File: src/rtl/incr_share_arb.sv
// Round-robin arbiter sharing one registered add-constant unit between NREQ
// valid/ready requesters. Optional burst lock enabled by `define SHARE_ARB_LOCK_EN.
module incr_share_arb #(
  parameter  int NREQ = 4,
  parameter  int W    = 8,
  parameter  int INC  = 1,
  localparam int IW   = $clog2(NREQ)
) (
  input  logic              clk,
  input  logic              rst_n,
  input  logic [NREQ-1:0]   req_valid,
  input  logic [NREQ*W-1:0] req_data,
  output logic [NREQ-1:0]   req_ready,
  output logic              rsp_valid,
  output logic [W-1:0]      rsp_data,
  output logic [IW-1:0]     rsp_id,
  input  logic              rsp_ready,
  input  logic [NREQ-1:0]   lock_req
);

  typedef enum logic {IDLE, BUSY} state_e;

  state_e          state_q, state_d;
  logic [IW-1:0]   rr_ptr_q, rr_ptr_d;
  logic            rsp_valid_q, rsp_valid_d;
  logic [W-1:0]    rsp_data_q, rsp_data_d;
  logic [IW-1:0]   rsp_id_q, rsp_id_d;

  logic            can_accept;
  logic            accept;
  logic            found;
  logic [IW-1:0]   sel;
  logic [IW:0]     scan_idx;
  logic            hold;
  logic            gnt_vld;
  logic [IW-1:0]   gnt_idx;
  logic [IW-1:0]   ptr_inc;

  // A new op may start when idle, or when the current result is being consumed.
  assign can_accept = (state_q == IDLE) || rsp_ready;

  // Highest scan offset is visited first so the lane nearest rr_ptr wins.
  always_comb begin
    found    = 1'b0;
    sel      = '0;
    scan_idx = '0;
    for (int k = NREQ - 1; k >= 0; k--) begin
      scan_idx = {1'b0, rr_ptr_q} + (IW+1)'(k);
      if (scan_idx >= (IW+1)'(NREQ)) scan_idx = scan_idx - (IW+1)'(NREQ);
      if (req_valid[scan_idx[IW-1:0]]) begin
        found = 1'b1;
        sel   = scan_idx[IW-1:0];
      end
    end
  end

`ifdef SHARE_ARB_LOCK_EN
  logic            lock_vld_q, lock_vld_d;
  logic [IW-1:0]   lock_id_q, lock_id_d;

  assign hold    = lock_vld_q && lock_req[lock_id_q];
  assign gnt_vld = hold ? req_valid[lock_id_q] : found;
  assign gnt_idx = hold ? lock_id_q : sel;

  // Ownership is re-evaluated only at grant decisions; a dropped lock_req frees it.
  always_comb begin
    lock_vld_d = lock_vld_q;
    lock_id_d  = lock_id_q;
    if (can_accept && !hold) begin
      lock_vld_d = accept && lock_req[gnt_idx];
      lock_id_d  = gnt_idx;
    end
  end

  always_ff @(posedge clk or negedge rst_n) begin
    if (!rst_n) begin
      lock_vld_q <= 1'b0;
      lock_id_q  <= '0;
    end else begin
      lock_vld_q <= lock_vld_d;
      lock_id_q  <= lock_id_d;
    end
  end
`else
  logic unused_lock;

  assign unused_lock = ^lock_req;
  assign hold        = 1'b0;
  assign gnt_vld     = found;
  assign gnt_idx     = sel;
`endif

  assign accept  = can_accept && gnt_vld;
  assign ptr_inc = (gnt_idx == IW'(NREQ - 1)) ? '0 : gnt_idx + IW'(1);

  always_comb begin
    req_ready = '0;
    if (accept) req_ready[gnt_idx] = 1'b1;
  end

  always_comb begin
    state_d     = state_q;
    rr_ptr_d    = rr_ptr_q;
    rsp_valid_d = rsp_valid_q;
    rsp_data_d  = rsp_data_q;
    rsp_id_d    = rsp_id_q;
    if (accept) begin
      rsp_data_d  = req_data[gnt_idx*W +: W] + W'(INC);
      rsp_id_d    = gnt_idx;
      rsp_valid_d = 1'b1;
      state_d     = BUSY;
      if (!hold) rr_ptr_d = ptr_inc;
    end else if (state_q == BUSY && rsp_ready) begin
      rsp_valid_d = 1'b0;
      state_d     = IDLE;
    end
  end

  always_ff @(posedge clk or negedge rst_n) begin
    if (!rst_n) begin
      state_q     <= IDLE;
      rr_ptr_q    <= '0;
      rsp_valid_q <= 1'b0;
      rsp_data_q  <= '0;
      rsp_id_q    <= '0;
    end else begin
      state_q     <= state_d;
      rr_ptr_q    <= rr_ptr_d;
      rsp_valid_q <= rsp_valid_d;
      rsp_data_q  <= rsp_data_d;
      rsp_id_q    <= rsp_id_d;
    end
  end

  assign rsp_valid = rsp_valid_q;
  assign rsp_data  = rsp_data_q;
  assign rsp_id    = rsp_id_q;

endmodule

File: config.mk
export PLATFORM = sky130hd
export DESIGN_NAME = incr_share_arb
export DESIGN_NICKNAME = d
export VERILOG_FILES = /design/src/rtl/incr_share_arb.sv
export SDC_FILE = /design/constraint.sdc
export NUM_CORES = 1
export LEC_CHECK = 0
export ABC_AREA = 1
export BUFFER_PORTS_ARGS = -buffer_cell sky130_fd_sc_hd__buf_2
export CORE_ASPECT_RATIO = 1.75
export CORE_MARGIN = 3
export CORE_UTILIZATION = 40
export DETAILED_ROUTE_END_ITERATION = 8
export PLACE_DENSITY = 0.68
export SYNTH_ARGS = -nofsm -noshare
export SYNTH_HDL_FRONTEND = slang
export SYNTH_SLANG_ARGS = --single-unit
File: constraint.sdc
create_clock -name clk -period 2.8 [get_ports clk]
set_input_delay 0.56 -clock clk [delete_from_list [all_inputs] [get_ports clk]]
set_output_delay 0.56 -clock clk [all_outputs]
set_load 0.05 [all_outputs]
==> results_dict.tcl <==
set metrics [dict create \
    routed-via-count 1508 \
    slew_viol_final 0 \
    grt_pass1_wl_mm 5.40 \
    fin_skew_ns 0.00336 \
    final_cells 324 \
    ff2ff_setup_slack_ns 0.39 \
    rsz0062_at_grt "no" \
    maxSlewHeadroom_pct 73.5 \
    cts-root-buf "clkbuf_8" \
    cts.path.max_buffers 2 \
    worst-endpoint-required_ns 2.24 \
    outcome "finished, final reports clean" \
    cp-start-kind "flop" \
    final_layout_size_suffix_gt1_share_pct 39.1 \
    ys_types 23 \
    synth.yosys.seq_area_share_pct 22.8 \
    core_area_um2 3400 \
    fin_ws_ns 0.168 \
    syn_avg_cell_area_um2 6.53 \
    drt_pass1_iterations 4 \
    worst-path-max-fanout 9 \
    fillCellCount 356 \
    cts.clk_slew.worst_paths_ns 0.05 \
    ant_nets 0 \
    grt_overflow 0 \
    wl_met3_um 106 \
    fin_crit_ns 2.63 \
    grt.total_usage_pct 15.7 \
    hold_viol_final 0 \
    synth_area_um2 1420 \
    critPathArrivalTime_ns 2.07 \
    regArea_um2 327 \
    route.detailed.drc 0 \
    wirelength_mm 3.31 \
    dieArea_um2 4340 \
    ioPinCount 58 \
    drt_iter0_drc 24 \
    final_nets 328 \
    io_buffers 53 \
    clock_latency_ns 0.24 \
    grt_max_degree 15 \
    max_freq_ghz 0.380 \
    syn_to_final_growth_pct 31.6 \
    htree_num_levels 1 \
    hp-class "primary input to async pin" \
    top_layer_used "met4" \
    setup_viol 0 \
    cts_sinks 13 \
    maxCapViolCount 0 \
    synth_warnings 0 \
    syn_inst 218 \
    drt-met1-wl_mm 1.19 \
    vias_per_cell 4.65 \
    first_global_vias 1330 \
    die_x_um 51.1 \
    ctsHoldBuffers 0 \
    tns_ns 0 \
    worst-slew-pin-transition_ns 0.393 \
    placed_cells 316 \
    rows 28 \
    insertedDiodeCount 0 \
    routedWlPerCell_um 10.2 \
    multi_input_comb_area_um2 927 \
    period_share_pct 94.0 \
    numCtsBuffers 3 \
    worstSetupPathType "flop to primary output" \
    antenna_found_initial 0 \
    initial_core_util_pct 41.9 \
    hpwl_mm 2.78 \
    cts_tree "built" \
    place_ws_ns 0.134 \
    die_h_um 84.9 \
    wl_met2_mm 1.97 \
    gp_congestion 0.779 \
    syn_nets 266 \
    end_kind "primary output" \
    ys_ff_latch 13 \
]
## state kept, by name, summed over array words and instances, names as in the netlist
| signal | cells |
|---|---|
| rr_ptr_q | 2 |
| rsp_id | 2 |
| rsp_valid | 1 |
| rsp_data | 8 |
## cell usage after synthesis, drive strengths merged
cell / n / area [um^2]
nand2: 78 / 353
inv: 38 / 143
nand3: 33 / 213
nor2: 19 / 93.8
dfrtp: 13 / 325
nand3b: 9 / 67.6
o21ai: 9 / 48.8
buf: 6 / 58.8
ha: 5 / 62.6
a21oi: 4 / 20.0
o21bai: 2 / 15.0
a21boi: 1 / 18.8
nor3: 1 / 5.00
## stage by stage
stage,hold WS (ns),util (%),instance area [um^2]
after floorplan,0.264,-,1430
after global placement,0.460,51.1,1740
after detailed placement,0.459,51.1,1740
after CTS,0.203,53.6,1820
after global routing,0.215,55.2,1870
final,0.198,55.2,1870
## layout by cell type (no fill, tap or decap), drive strengths merged
cell and n:
a21oi 4, clkinv 1, nand2 78, buf 63, ha 5, nor3 1, nand3b 9, o21bai 2
nand3 33, a21boi 1, dfrtp 13, nor2 19, inv 38, o21ai 9, clkbuf 3
## cell families after synthesis
kind of cell,count (synthesis),synth area share (%)
buf+inv,44,14.1
compound gates,16,7.21
simple gates,140,51.4
fa+ha+maj,5,4.39
flops,13,22.8
## area by class of cell
type | count | area share (%)
timing repair buffer | 63 | 19.8
multi-input combinational | 161 | 49.5
sequential | 13 | 17.4
clock inverter | 1 | 0.267
clock buffer | 3 | 2.20
inverter | 38 | 7.88
tap | 45 | 3.00
## worst max-delay path, cell delays in order (launching register included)
cell      delay [ns]
dfrtp_2         0.47
inv_6           0.12
nand2_1         0.05
nand2_1         0.08
nand2_1         0.09
nor2_2          0.14
o21ai_4         0.08
a21boi_4        0.20
buf_12          0.14
ha_1            0.13
inv_1           0.04
nor2_2          0.11
buf_6           0.17
## final timing paths
path | start | to | cells past startpoint
min | rst_n | rsp_data[1] | 1
max in group asynchronous | rst_n | rr_ptr_q[0] | 1
min reg2reg | rsp_data[7] | rsp_data[7] | 2
min in group clk | rsp_data[7] | rsp_data[7] | 2
max reg2reg | rr_ptr_q[0] | rsp_data[6] | 18
max | rr_ptr_q[0] | req_ready[2] | 12
## layer usage
layer | track usage, % | up-vias
li1 | - | 799
met1 | 15.5 | 669
met2 | 32.4 | 36
met3 | 1.05 | 4
met4 | 4.41 | 0
met5 | 0 | -
## repair_timing
| action | 4_1_cts | 5_1_grt |
|---|---|---|
| gates resized for setup | 6 | 11 |
| buffers inserted | 2 | 2 |
| endpoints found under the setup margin | 4 | 4 |
| pin swaps | 1 | 2 |
Power is not shown: default switching activity piles up to over one toggle a cycle in this logic, so the estimate is an artifact.
